`src/rtl/hack_rom_loader_if.sv`:
```
// Byte-stream handshake and instruction-memory write bus between a byte source and the ROM loader.
interface hack_rom_loader_if #(
    parameter int ADDR_W = 15
);
    logic [7:0]        rx_data;
    logic              rx_valid;
    logic              rx_ready;
    logic              rom_we;
    logic [ADDR_W-1:0] rom_addr;
    logic [15:0]       rom_wdata;

    modport master (
        output rx_data, rx_valid,
        input  rx_ready, rom_we, rom_addr, rom_wdata
    );

    modport slave (
        input  rx_data, rx_valid,
        output rx_ready, rom_we, rom_addr, rom_wdata
    );
endinterface

```
`src/rtl/hack_rom_loader.sv`:
```
// Boot loader: assembles a big-endian length-prefixed byte stream into 16-bit words,
// writes them to instruction memory and holds the HACK CPU in reset until the program is resident.
module hack_rom_loader #(
    parameter int ADDR_W = 15
) (
    input  logic               clk,
    input  logic               reset,
    input  logic               load_req,
    hack_rom_loader_if.slave   bus,
    output logic               cpu_reset,
    output logic               loading,
    output logic               done,
    output logic               error,
    output logic [15:0]        words_loaded
);

    typedef enum logic [2:0] {
        LEN_HI, LEN_LO, DATA_HI, DATA_LO, FLUSH, RUN, ERROR
    } state_t;

    localparam logic [16:0] MAX_N = 17'd1 << ADDR_W;

    state_t            state, state_n;
    logic [7:0]        len_hi;
    logic [7:0]        data_hi;
    logic [15:0]       len;
    logic [15:0]       len_cand;
    logic [ADDR_W-1:0] index;
    logic              accept;
    logic              last_word;

    assign bus.rx_ready = !load_req && (state inside {LEN_HI, LEN_LO, DATA_HI, DATA_LO});
    assign accept       = bus.rx_valid && bus.rx_ready;
    assign len_cand     = {len_hi, bus.rx_data};
    assign last_word    = (17'(index) + 17'd1) == 17'(len);

    // NOTE: combinational blocks assign a default first so no path leaves state_n unassigned (no latch).
    always_comb begin
        state_n = state;
        if (load_req) begin
            state_n = LEN_HI;
        end else begin
            case (state)
                LEN_HI:  if (accept) state_n = LEN_LO;
                LEN_LO:  if (accept) state_n = (len_cand == 16'd0 || 17'(len_cand) > MAX_N) ? ERROR : DATA_HI;
                DATA_HI: if (accept) state_n = DATA_LO;
                DATA_LO: if (accept) state_n = last_word ? FLUSH : DATA_HI;
                FLUSH:   state_n = RUN;
                default: state_n = state;
            endcase
        end
    end

    // NOTE: all sequential state uses non-blocking assignments so every register samples pre-edge values.
    always_ff @(posedge clk or posedge reset) begin
        if (reset) begin
            state         <= LEN_HI;
            len_hi        <= '0;
            data_hi       <= '0;
            len           <= '0;
            index         <= '0;
            bus.rom_we    <= 1'b0;
            bus.rom_addr  <= '0;
            bus.rom_wdata <= '0;
            words_loaded  <= '0;
            cpu_reset     <= 1'b1;
            loading       <= 1'b1;
            done          <= 1'b0;
            error         <= 1'b0;
        end else begin
            state      <= state_n;
            bus.rom_we <= 1'b0;
            // Release waits for one settled cycle in RUN, so the last write retires before the CPU fetches.
            cpu_reset  <= !(state == RUN && state_n == RUN);
            done       <= (state == RUN && state_n == RUN);
            error      <= (state_n == ERROR);
            loading    <= !(state_n inside {RUN, ERROR});

            if (load_req) begin
                words_loaded <= '0;
                index        <= '0;
            end else if (accept) begin
                case (state)
                    LEN_HI:  len_hi <= bus.rx_data;
                    LEN_LO: begin
                        len          <= len_cand;
                        index        <= '0;
                        words_loaded <= '0;
                    end
                    DATA_HI: data_hi <= bus.rx_data;
                    DATA_LO: begin
                        bus.rom_we    <= 1'b1;
                        bus.rom_wdata <= {data_hi, bus.rx_data};
                        bus.rom_addr  <= index;
                        if (17'(words_loaded) < MAX_N)
                            words_loaded <= words_loaded + 16'd1;
                        if (!last_word)
                            index <= index + ADDR_W'(1);
                    end
                    default: ;
                endcase
            end
        end
    end

endmodule

```
`src/flat_wrapper.sv`:
```
// flat-port wrapper written by rule: the top's interface ports become plain ports
module hack_rom_loader_flat 
#(
    parameter int ADDR_W = 15
)
  (clk, reset, load_req, cpu_reset, loading, done, error, words_loaded, bus_rx_data, bus_rx_valid, bus_rx_ready, bus_rom_we, bus_rom_addr, bus_rom_wdata);
  hack_rom_loader_if #(.ADDR_W(ADDR_W)) bus_i ();
  input  logic clk;
  input  logic reset;
  input  logic load_req;
  output logic cpu_reset;
  output logic loading;
  output logic done;
  output logic error;
  output logic [15:0] words_loaded;
  input wire logic [$bits(bus_i.rx_data)-1:0] bus_rx_data;
  input wire logic [$bits(bus_i.rx_valid)-1:0] bus_rx_valid;
  output wire logic [$bits(bus_i.rx_ready)-1:0] bus_rx_ready;
  output wire logic [$bits(bus_i.rom_we)-1:0] bus_rom_we;
  output wire logic [$bits(bus_i.rom_addr)-1:0] bus_rom_addr;
  output wire logic [$bits(bus_i.rom_wdata)-1:0] bus_rom_wdata;
  assign bus_i.rx_data = bus_rx_data;
  assign bus_i.rx_valid = bus_rx_valid;
  assign bus_rx_ready = bus_i.rx_ready;
  assign bus_rom_we = bus_i.rom_we;
  assign bus_rom_addr = bus_i.rom_addr;
  assign bus_rom_wdata = bus_i.rom_wdata;
  hack_rom_loader #(.ADDR_W(ADDR_W)) u_core (.clk(clk), .reset(reset), .load_req(load_req), .bus(bus_i), .cpu_reset(cpu_reset), .loading(loading), .done(done), .error(error), .words_loaded(words_loaded));
endmodule
```
`config.mk`:
```
export PLATFORM = sky130hd
export DESIGN_NAME = hack_rom_loader_flat
export DESIGN_NICKNAME = d
export VERILOG_FILES = /design/src/rtl/hack_rom_loader_if.sv /design/src/rtl/hack_rom_loader.sv /design/src/flat_wrapper.sv
export SDC_FILE = /design/constraint.sdc
export NUM_CORES = 1
export LEC_CHECK = 0
export CAP_MARGIN = 0
export CORE_MARGIN = 2
export CORE_UTILIZATION = 40
export DETAILED_ROUTE_END_ITERATION = 10
export GPL_TIMING_DRIVEN = 0
export PLACE_DENSITY = 0.71
export SLEW_MARGIN = 20
export SYNTH_ARGS = -nofsm -noshare
export SYNTH_HDL_FRONTEND = slang
export SYNTH_SLANG_ARGS = --single-unit
```
`constraint.sdc`:
```
create_clock -name clk -period 4.5 [get_ports clk]
set_input_delay 0.9 -clock clk [delete_from_list [all_inputs] [get_ports clk]]
set_output_delay 0.9 -clock clk [all_outputs]
set_load 0.005 [all_outputs]
```
==> metrics.log, run 1 <==
INFO  metric clk_pin_slew = 0.08 ns
INFO  metric synth_enable_flop_cells = 0
INFO  metric pin_count = 65
INFO  metric max_freq = 326.8 MHz
INFO  metric crit_arrival = 3.30 ns
INFO  metric grt_first_pass_wirelength = 19.40 mm
INFO  metric crit-reg2reg-launch = u_core.index[1]
INFO  metric number_of_levels_in_the_clock_h_tree = 3
INFO  metric gp_congestion = 0.8629
INFO  metric cap_violations = 0
INFO  metric yosys_warnings = 0
INFO  metric ir_drop = 0.0001863 V
INFO  metric post-route-drc-count = 0
INFO  metric avgRoutedWirePerCell = 15.79 um
INFO  metric drive_above_1_share = 0.1558
INFO  metric numClockSinks = 102
INFO  metric crit_path_start = u_core.index[1]
INFO  metric timing.clock.skew = 0.009851 ns
INFO  metric pwr_density_cell = 360.5 mW/mm2
INFO  metric seqCellArea = 0.002555 mm2
INFO  metric netlist-cell-type-count = 53
INFO  metric yosys_top_cell_by_area = dfrtp_1
INFO  metric grt_max_degree = 65
INFO  metric route.antenna.remaining_nets = 0
INFO  metric dp_hpwl = 8.284 mm
INFO  metric cts.path.max_buffers = 2
INFO  metric status = completed
INFO  metric synthesized_nets = 500
INFO  metric post_cts.repair.setup_buffers = 0
INFO  metric setup-violations-final = 0
INFO  metric total_number_of_vias = 3842
INFO  metric cts-buffers-inserted = 9
INFO  metric hold_path_class = flip-flop to flip-flop
INFO  metric worstSetupEndpointType = flip-flop
INFO  metric cp_data_required_time = 4.74 ns
INFO  metric critPathLaunchType = flip-flop
INFO  metric maxSlewHeadroom = 0.5419
INFO  metric final_net_count = 575
INFO  metric multiInputGateArea = 0.002222 mm2
INFO  metric route.detailed.vias_per_inst = 5.241
INFO  metric cts_repair_resize_count = 0
INFO  metric area_growth_syn_to_layout = 23.53%
INFO  metric hold_path_startpoint = u_core.data_hi[5]
INFO  metric root_buffer = clkbuf_16
INFO  metric syn_area_per_cell = 10.22 um2
INFO  metric finalHoldViolations = 0
INFO  metric synth_top_area_frac = 0.5038
INFO  metric die_area = 0.01333 mm2
INFO  metric final_core_utilization = 0.5087
INFO  metric core_area = 0.01206 mm2
INFO  metric critPathKind = flip-flop to flip-flop
INFO  metric post-synth-top-count-cell = nand2_1
INFO  metric cts_tree = built
INFO  metric crit_path_max_fanout = 10
INFO  metric fillCellCount = 1120
INFO  metric yosys-top-cells-area = dfrtp_1 50%, nand2_1 8.7%, mux2_2 7.5%
INFO  metric drt_iter0_markers = 180
INFO  metric globalRouteTotalUtil = 0.1857
INFO  metric slew_violations = 0
INFO  metric drt_pass_1_iters = 4
INFO  metric first_global_vias = 3811
INFO  metric grt_antenna_before_repair = 0
INFO  metric synth.cells.most_frequent = 115 x nand2_1, 100 x dfrtp_1, 33 x mux2_2
INFO  metric ys_seq_area_frac = 0.5144
INFO  metric clk-insertion-delay-late = 0.35 ns
INFO  metric post-layout-total-power = 2.212 mW
INFO  metric ctsHoldBuffers = 0
INFO  metric insertedDiodeCount = 0
INFO  metric fp.dieH = 115.4 um
INFO  metric ys_async_sr_fraction = 1.000
INFO  metric globalRouteOverflowTotal = 0
INFO  metric grt.met2_usage = 0.3076
INFO  metric rsz0062_at_grt = false
INFO  metric fp.dieW = 115.4 um
INFO  metric grtUsageMet3 = 0.03086
INFO  metric synth.cell_area = 0.004967 mm2
INFO  metric tightest_slew = 0.6819 ns
INFO  metric fin_crit_sh = 0.6801
INFO  metric global_route.usage.met1 = 0.2524
INFO  metric grt-busiest-layer = met2
INFO  metric core.rowCount = 40
INFO  metric syn-instance-count = 486
INFO  metric power.leakage = 2.807 nW
INFO  metric yosys_most_used_dff = dfrtp_1
INFO  metric period_needed = 3.060 ns
INFO  metric yosys_register_bits = 102
INFO  metric detail_route.wirelength = 11.57 mm
INFO  metric floorplan.initialDensity = 0.4118
INFO  metric port-buffer-count = 63
## worst max-delay path: stages, from the launching register on
cell	delay [ns]
dfrtp_1	0.55
ha_1	0.21
buf_2	0.22
nand4_1	0.16
or4_4	0.55
xnor2_1	0.16
nor4_2	0.25
o2111a_2	0.33
buf_4	0.23
nor3_1	0.08
o22a_1	0.21
## worst paths after layout
kind                                       endpoint  slack (ns)  cells after the start
hold / removal             u_core.bus.rom_wdata[13]        0.47                      2
setup / recovery                    u_core.index[4]        1.44                     10
min in group asynchronous         u_core.data_hi[4]        0.93                      2
hold reg to reg            u_core.bus.rom_wdata[13]        0.47                      2
max in group asynchronous            u_core.loading        2.89                      3
setup reg to reg                    u_core.index[4]        1.44                     10
## logic make-up (layout without fill, tap and decap cells)
family,count (synthesis),after routing,share of synthesized area
buffers and inverters,38,117,0.03829
XOR/XNOR,30,30,0.05290
AND/OR/NAND/NOR,218,218,0.2141
AO/OA/AOI/OAI,63,63,0.1005
multiplexers,33,33,0.07481
adder cells (fa/ha/maj),2,2,0.005037
flip-flops,102,102,0.5144
## where the power goes
part,switching (mW),internal (mW),total [mW]
Sequential,0.0801,1.02,1.10
Clock,0.358,0.435,0.793
Combinational,0.143,0.174,0.317
## layout make-up
class,count,share of cell area
inverters,9,0.006321
plain buffers,29,0.02549
clock inverters,6,0.01142
repair buffers,64,0.1073
flip-flops and latches,102,0.4164
multi-input cells,346,0.3622
well taps,168,0.03426
clock buffers,9,0.03670
## registers in the layout, summed over array words and instances, names as in the netlist, 3 cells and up
register              flops
u_core.bus.rom_wdata     16
u_core.len               16
u_core.words_loaded      16
u_core.bus.rom_addr      15
u_core.index             15
u_core.data_hi            8
u_core.len_hi             8
u_core.state              3
## through the flow
stage	area, um2	setup TNS, ns	hold WS [ns]	setup slack (ns)	instances
floorplan	4967	0	0.4331	0.9278	486
global placement	5808	-48.12	0.4554	-0.4888	717
detailed placement	5841	0	0.4614	1.352	718
CTS	6136	0	0.4761	1.455	733
global route	6136	0	0.5088	1.251	733
finish	6136	0	0.4692	1.440	733
## cell usage in the layout, fill, tap and decap left out, types with 4 or more instances in the layout
master	netlist	final
a21o_1	8	8
a21oi_1	12	12
a221o_1	5	5
and3_1	8	8
buf_2	5	5
buf_4	5	5
clkbuf_1	14	14
clkbuf_16	0	9
clkdlybuf4s50_1	0	63
dfrtp_1	100	100
inv_1	9	8
inv_6	0	4
mux2_2	33	33
nand2_1	115	115
nand2b_1	4	4
nand3_1	13	13
nand4_1	8	8
nor2_1	24	24
nor2b_1	4	4
nor3_1	7	7
nor4_1	8	8
o21ai_0	11	11
o41ai_2	5	5
or3_1	9	9
xnor2_1	13	13
xor2_1	17	17
## per-layer routing
layer,vias to the layer above,part of all wire
met5,-,0
met2,75,0.49
met4,0,0.013
li1,1836,-
met3,11,0.031
met1,1920,0.46
Power figures use the tool's default switching activity.
==> run 2, diff against run 1 <==
--- a/config.mk
+++ b/config.mk
@@ -10,7 +10,7 @@
 export CORE_UTILIZATION = 40
 export DETAILED_ROUTE_END_ITERATION = 10
 export GPL_TIMING_DRIVEN = 0
-export PLACE_DENSITY = 0.71
+export PLACE_DENSITY = 0.73
 export SLEW_MARGIN = 20
 export SYNTH_ARGS = -nofsm -noshare
 export SYNTH_HDL_FRONTEND = slang
==> constraint.sdc (replaced) <==
create_clock -name clk -period 2.8 [get_ports clk]
set_input_delay 0.56 -clock clk [delete_from_list [all_inputs] [get_ports clk]]
set_output_delay 0.56 -clock clk [all_outputs]
set_load 0.005 [all_outputs]
==> run 2 against run 1 <==
  * Flip-flop and latch count stayed put
  * Worst setup slack worse by 1.3 ns
  * Clock power is 66% higher
  * First-iteration DRC count is 36% higher
  * Non-clock buffer count is 4 higher
  * Combinational power is 63% higher
  * Critical path depth stayed put
  * Largest cell class unchanged
  * Wire length hardly changed
  * Cell count is 0.68% higher
==> metrics.log, run 2 (synthesis results as in run 1) <==
INFO  metric floorplan.initialDensity = 0.4118 (unchanged)
INFO  metric number_of_levels_in_the_clock_h_tree = 3 (unchanged)
INFO  metric gp_congestion = 0.8745 (was 0.8629)
INFO  metric avgRoutedWirePerCell = 15.67 um (was 15.79 um)
INFO  metric biggestRegsByFlops = u_core.bus.rom_wdata (16), u_core.len (16), u_core.words_loaded (16) (unchanged)
INFO  metric power_switching = 0.9634 mW (was 0.5816 mW)
INFO  metric critPathLaunchType = flip-flop (unchanged)
INFO  metric globalRouteTotalUtil = 0.1862 (was 0.1857)
INFO  metric critPathKind = flip-flop to flip-flop (unchanged)
INFO  metric final_core_utilization = 0.5158 (was 0.5087)
INFO  metric drt_pass_1_iters = 4 (unchanged)
INFO  metric grt_max_degree = 35 (was 65)
INFO  metric hold_path_class = flip-flop to flip-flop (unchanged)
INFO  metric timing.clock.skew = 0.007258 ns (was 0.009851 ns)
INFO  metric route.antenna.remaining_nets = 0 (unchanged)
INFO  metric clk_pin_slew = 0.07 ns (was 0.08 ns)
INFO  metric placed_cells = 720 (was 718)
INFO  metric die_area = 0.01333 mm2 (unchanged)
INFO  metric grt_first_pass_wirelength = 19.38 mm (was 19.40 mm)
INFO  metric pin_count = 65 (unchanged)
INFO  metric clk-insertion-delay-late = 0.35 ns (about the same)
INFO  metric ir_drop = 0.0003487 V (was 0.0001863 V)
INFO  metric finalHoldViolations = 0 (unchanged)
INFO  metric root_buffer = clkbuf_16 (unchanged)
INFO  metric rsz0062_at_grt = true (was false)
INFO  metric clockPowerShare = 0.367 (was 0.359)
INFO  metric tightest_slew = 0.6205 ns (was 0.6819 ns)
INFO  metric insertedDiodeCount = 0 (unchanged)
INFO  metric area_growth_syn_to_layout = 25.24% (was 23.53%)
INFO  metric numClockSinks = 102 (unchanged)
INFO  metric reg2reg_to = u_core.index[4] (unchanged)
INFO  metric layout.cells.most_common_list = 115 x nand2_1, 99 x dfrtp_1, 63 x clkdlybuf4s50_1, 33 x mux2_2, 23 x nor2_1 (was 115 x nand2_1, 100 x dfrtp_1, 63 x clkdlybuf4s50_1, 33 x mux2_2, 24 x nor2_1)
INFO  metric whs = 0.4760 ns (was 0.4692 ns)
INFO  metric post-route-drc-count = 0 (unchanged)
INFO  metric power.switching_fraction = 0.2672 (was 0.2629)
INFO  metric share_comb_of_total_power = 0.143 (about the same)
INFO  metric fp.dieH = 115.4 um (unchanged)
INFO  metric worstSetupEndpointType = flip-flop (unchanged)
INFO  metric max_freq = 370.4 MHz (was 326.8 MHz)
INFO  metric cp_data_required_time = 3.04 ns (was 4.74 ns)
INFO  metric layout_commonest_cell = nand2_1 (unchanged)
INFO  metric crit_arrival = 2.94 ns (was 3.30 ns)
INFO  metric crit_path_max_fanout = 10 (unchanged)
INFO  metric dp_hpwl = 8.420 mm (was 8.284 mm)
INFO  metric maxSlewHeadroom = 0.5841 (was 0.5419)
INFO  metric timing.reg2reg.worst_path_depth = 10 (unchanged)
INFO  metric drt_iter0_markers = 244 (was 180)
INFO  metric core.rowCount = 40 (unchanged)
INFO  metric status = completed (unchanged)
INFO  metric drive_above_1_share = 0.1684 (was 0.1558)
INFO  metric first_global_vias = 3833 (was 3811)
INFO  metric detail_route.wirelength = 11.57 mm (about the same)
INFO  metric power.leakage = 2.837 nW (was 2.807 nW)
INFO  metric crit-reg2reg-launch = u_core.index[1] (unchanged)
INFO  metric setup-violations-final = 0 (unchanged)
INFO  metric fin_crit_sh = 0.9643 (was 0.6801)
INFO  metric cap_violations = 0 (unchanged)
INFO  metric core_area = 0.01206 mm2 (unchanged)
INFO  metric period_needed = 2.700 ns (was 3.060 ns)
INFO  metric route.detailed.vias_per_inst = 5.182 (was 5.241)
INFO  metric globalRouteOverflowTotal = 0 (unchanged)
INFO  metric hold_depth = 2 (unchanged)
INFO  metric port-buffer-count = 63 (unchanged)
INFO  metric slew_violations = 0 (unchanged)
INFO  metric fin_cells = 738 (was 733)
INFO  metric timing.hold.worst_endpoint = u_core.bus.rom_addr[4] (was u_core.bus.rom_wdata[13])
INFO  metric cts-buffers-inserted = 9 (unchanged)
INFO  metric fp.dieW = 115.4 um (unchanged)
INFO  metric final_net_count = 579 (was 575)
INFO  metric total_number_of_vias = 3824 (was 3842)
INFO  metric cts_tree = built (unchanged)
INFO  metric tns = 0 ns (unchanged)
INFO  metric regToRegSetupSlack = 0.1 ns (was 1.44 ns)
INFO  metric p_seq_frac = 0.489 (was 0.498)
INFO  metric hold_path_startpoint = u_core.bus.rom_addr[4] (was u_core.data_hi[5])
INFO  metric cts.path.max_buffers = 2 (unchanged)
INFO  metric cell_internal_pwr = 2.642 mW (was 1.630 mW)
INFO  metric pwr_density_cell = 579.6 mW/mm2 (was 360.5 mW/mm2)
INFO  metric grt_antenna_before_repair = 0 (unchanged)
==> run 2: worst max-delay path, cell delays in order (launching register included) <==
cell and delay (ns):
dfrtp_2 0.40, ha_1 0.15, clkbuf_4 0.19, nand4_1 0.15, or4_4 0.55, xnor2_1 0.16
nor4_2 0.20, o2111a_2 0.32, buf_6 0.18, nor3_1 0.07, o22a_1 0.21
==> run 2: through the flow <==
step | area [um2] | worst slack, ns | power, mW
4_1_cts | 6210 | 0.006988 | 3.635
3_5_place_dp | 5879 | -0.2572 | 2.311
2_1_floorplan | 4971 | 0.2223 | 2.126
6_report | 6221 | 0.09991 | 3.605
3_3_place_gp | 5812 | -0.2423 | 2.274
5_1_grt | 6221 | -0.0008087 | 3.764
==> run 2: area by class of cell <==
type	count	area, um2
repair buffers	68	713.2
multi-input cells	346	2231
clock buffers	9	225.2
clock inverters	7	85.08
plain buffers	29	162.7
inverters	9	37.54
flip-flops and latches	102	2556
fillers	1094	5841
well taps	168	210.2
==> run 2: power groups by stage <==
stage | clock network (mW) | logic (mW) | registers [mW]
final | 1.32 | 0.517 | 1.76
after global routing | 1.40 | 0.572 | 1.79
after CTS | 1.35 | 0.521 | 1.76
after detailed placement | 0 | 0.519 | 1.79
after global placement | 0 | 0.489 | 1.78
after floorplan | 0 | 0.369 | 1.76
==> run 2: repair_timing <==
action                                  4_1_cts  5_1_grt
hold buffers                                  0        0
resized for setup                             2        3
endpoints found under the setup margin       17       14
setup buffers                                 2        0
pin swaps                                     1        3
==> run 2: worst max path at each step <==
stage,from,end,slack [ns],cells after the start
after floorplan,u_core.index[1],u_core.index[4],0.22,10
after global placement,u_core.index[1],u_core.index[4],-0.24,10
after detailed placement,u_core.index[1],u_core.index[4],-0.26,10
after CTS,u_core.index[1],u_core.index[11],0.007,9
after global routing,u_core.index[1],u_core.index[4],-0.0008,10
final,u_core.index[1],u_core.index[4],0.1,10
==> run 2: layer usage <==
layer / track usage / up-vias / part of all wire
met5: 0 / - / 0
met4: 0.08434 / 0 / 0.027
met3: 0.02510 / 20 / 0.033
met2: 0.3060 / 81 / 0.49
met1: 0.2464 / 1885 / 0.45
li1: - / 1838 / -
==> run 3, diff against run 2 <==
--- a/config.mk
+++ b/config.mk
@@ -9,9 +9,9 @@
 export CORE_MARGIN = 2
 export CORE_UTILIZATION = 40
 export DETAILED_ROUTE_END_ITERATION = 10
-export GPL_TIMING_DRIVEN = 0
 export PLACE_DENSITY = 0.73
 export SLEW_MARGIN = 20
 export SYNTH_ARGS = -nofsm -noshare
 export SYNTH_HDL_FRONTEND = slang
 export SYNTH_SLANG_ARGS = --single-unit
+export TNS_END_PERCENT = 10
==> run 3 against run 2 <==
  * Die area did not move
  * Non-clock buffer count fell by 2
  * Flip-flop and latch count did not move
  * Wire length barely moved
  * Global-route usage rose by 0.12 points
  * Worst hold slack got worse by 0.0066 ns
  * Via count fell by 1.4%
  * Critical path depth fell by 3
  * Clock skew rose by 0.00053 ns
  * First-iteration DRC count rose by 23%
==> metrics.log, run 3 (synthesis results as in run 1) <==
INFO  metric grt-busiest-layer = met2 (unchanged)
INFO  metric whs = 0.4694 ns (was 0.4760 ns)
INFO  metric post-layout-total-power = 3.537 mW (was 3.605 mW)
INFO  metric layout_commonest_cell = nand2_1 (unchanged)
INFO  metric slew_violations = 0 (unchanged)
INFO  metric post-route-drc-count = 0 (unchanged)
INFO  metric dp_hpwl = 8.261 mm (was 8.420 mm)
INFO  metric global_route.usage.met1 = 0.2565 (was 0.2464)
INFO  metric biggestRegsByFlops = u_core.bus.rom_wdata (16), u_core.len (16), u_core.words_loaded (16) (unchanged)
INFO  metric path_buf_inv = 0 (was 2)
INFO  metric final_net_count = 577 (was 579)
INFO  metric pwr_density_cell = 568.1 mW/mm2 (was 579.6 mW/mm2)
INFO  metric numClockSinks = 102 (unchanged)
INFO  metric first_global_vias = 3741 (was 3833)
INFO  metric clk-insertion-delay-late = 0.35 ns (about the same)
INFO  metric power.leakage = 2.863 nW (was 2.837 nW)
INFO  metric core_area = 0.01206 mm2 (unchanged)
INFO  metric pre_cts_slack = 0.1074 ns (was -0.2572 ns)
INFO  metric insertedDiodeCount = 0 (unchanged)
INFO  metric rsz0062_at_grt = false (was true)
INFO  metric cts_tree = built (unchanged)
INFO  metric gp_congestion = 0.8490 (was 0.8745)
INFO  metric status = completed (unchanged)
INFO  metric port-buffer-count = 64 (was 63)
INFO  metric grt_max_degree = 103 (was 35)
INFO  metric floorplan.initialDensity = 0.4118 (unchanged)
INFO  metric area_growth_syn_to_layout = 25.37% (was 25.24%)
INFO  metric layout.cells.most_common_list = 115 x nand2_1, 100 x dfrtp_1, 64 x clkdlybuf4s50_1, 33 x mux2_2, 29 x buf_4 (was 115 x nand2_1, 99 x dfrtp_1, 63 x clkdlybuf4s50_1, 33 x mux2_2, 23 x nor2_1)
INFO  metric crit_path_max_fanout = 8 (was 10)
INFO  metric timing.clock.skew = 0.007786 ns (was 0.007258 ns)
INFO  metric grt_antenna_before_repair = 0 (unchanged)
INFO  metric fillCellCount = 1115 (was 1094)
INFO  metric cp_data_required_time = 3.03 ns (was 3.04 ns)
INFO  metric cp_top_family = simple AND/OR/NAND/NOR gates (unchanged)
INFO  metric core.rowCount = 40 (unchanged)
INFO  metric finalHoldViolations = 0 (unchanged)
INFO  metric critPathLaunchType = flip-flop (unchanged)
INFO  metric die_area = 0.01333 mm2 (unchanged)
INFO  metric tns = 0 ns (unchanged)
INFO  metric hold_path_class = flip-flop to flip-flop (unchanged)
INFO  metric globalRouteTotalUtil = 0.1874 (was 0.1862)
INFO  metric critPathKind = flip-flop to flip-flop (unchanged)
INFO  metric post_cts.repair.setup_buffers = 0 (was 2)
INFO  metric number_of_levels_in_the_clock_h_tree = 3 (unchanged)
INFO  metric maxSlewHeadroom = 0.6300 (was 0.5841)
INFO  metric cts_repair_resize_count = 0 (was 2)
INFO  metric drive_above_1_share = 0.1866 (was 0.1684)
INFO  metric critical-path-slowest-cell = or4_4 (unchanged)
INFO  metric globalRouteOverflowTotal = 0 (unchanged)
INFO  metric period_needed = 2.655 ns (was 2.700 ns)
INFO  metric clk_pin_slew = 0.07 ns (about the same)
INFO  metric crit_arrival = 2.89 ns (was 2.94 ns)
INFO  metric pin_count = 65 (unchanged)
INFO  metric drt_pass_1_iters = 4 (unchanged)
INFO  metric grtUsageMet3 = 0.04498 (was 0.02510)
INFO  metric drt_iter0_markers = 300 (was 244)
INFO  metric detail_route.wirelength = 11.57 mm (about the same)
INFO  metric cap_violations = 0 (unchanged)
INFO  metric finalWorstSetupSlack = 0.1449 ns (was 0.09991 ns)
INFO  metric avgRoutedWirePerCell = 15.72 um (was 15.67 um)
INFO  metric grt.met2_usage = 0.3041 (was 0.3060)
INFO  metric ir_drop = 0.0003917 V (was 0.0003487 V)
INFO  metric fp.dieW = 115.4 um (unchanged)
INFO  metric fp.dieH = 115.4 um (unchanged)
INFO  metric cts.path.max_buffers = 2 (unchanged)
INFO  metric max_freq = 376.6 MHz (was 370.4 MHz)
INFO  metric route.detailed.vias_per_inst = 5.124 (was 5.182)
INFO  metric ctsHoldBuffers = 0 (unchanged)
INFO  metric grt_first_pass_wirelength = 19.52 mm (was 19.38 mm)
INFO  metric setup-violations-final = 0 (unchanged)
INFO  metric worstPathCellList = nand4_4 -> or4_4 -> xnor2_1 -> nor4_2 -> o2111a_2 -> nor2_1 -> a221o_1 (was ha_1 -> clkbuf_4 -> nand4_1 -> or4_4 -> xnor2_1 -> nor4_2 -> o2111a_2 -> buf_6 -> nor3_1 -> o22a_1)
INFO  metric total_number_of_vias = 3771 (was 3824)
INFO  metric fin_crit_sh = 0.9482 (was 0.9643)
INFO  metric tightest_slew = 0.5550 ns (was 0.6205 ns)
INFO  metric worstSetupEndpointType = flip-flop (unchanged)
INFO  metric cts-buffers-inserted = 9 (unchanged)
INFO  metric root_buffer = clkbuf_16 (unchanged)
INFO  metric crit_path_max_incr_delay = 0.58 ns (was 0.55 ns)
INFO  metric route.antenna.remaining_nets = 0 (unchanged)
-- run 3: through the flow --
step	instances	cell area [um2]	utilization
floorplan	486	4971	-
global placement	720	5923	0.4911
detailed placement	720	5923	0.4911
CTS	736	6227	0.5163
global route	736	6227	0.5163
finish	736	6227	0.5163
-- run 3: path summary, 6_finish.rpt --
path,start,to,slack [ns],cells after the start
setup / recovery,u_core.index[4],u_core.index[13],0.14,7
hold / removal,u_core.data_hi[4],u_core.bus.rom_wdata[12],0.47,2
setup reg to reg,u_core.index[4],u_core.index[13],0.14,7
hold reg to reg,u_core.data_hi[4],u_core.bus.rom_wdata[12],0.47,2
max in group asynchronous,reset,u_core.loading,1.66,3
min in group asynchronous,reset,u_core.data_hi[4],0.69,3
-- run 3: tightest hold or removal path, stage by stage, from the launching register on --
cell and delay [ns]:
dfrtp_1 0.34, nand2_1 0.05, nand2_1 0.05
-- run 3: area by class of cell --
type / instances / area, um2 / area share
flip-flops and latches: 102 / 2555 / 0.4103
clock buffers: 9 / 225.2 / 0.03617
clock inverters: 7 / 78.83 / 0.01266
multi-input cells: 346 / 2222 / 0.3568
repair buffers: 95 / 898.4 / 0.1443
well taps: 168 / 210.2 / 0.03376
inverters: 9 / 37.54 / 0.006028
-- run 3: layer usage --
metal	wire length, um	share of wire
met5	0	0
met4	81	0.0070
met3	484	0.042
met2	5632	0.49
met1	5369	0.46
-- run 3: report_power, final --
group	internal [mW]	switching [mW]
Sequential	1.64	0.135
Clock	0.634	0.622
Combinational	0.285	0.219
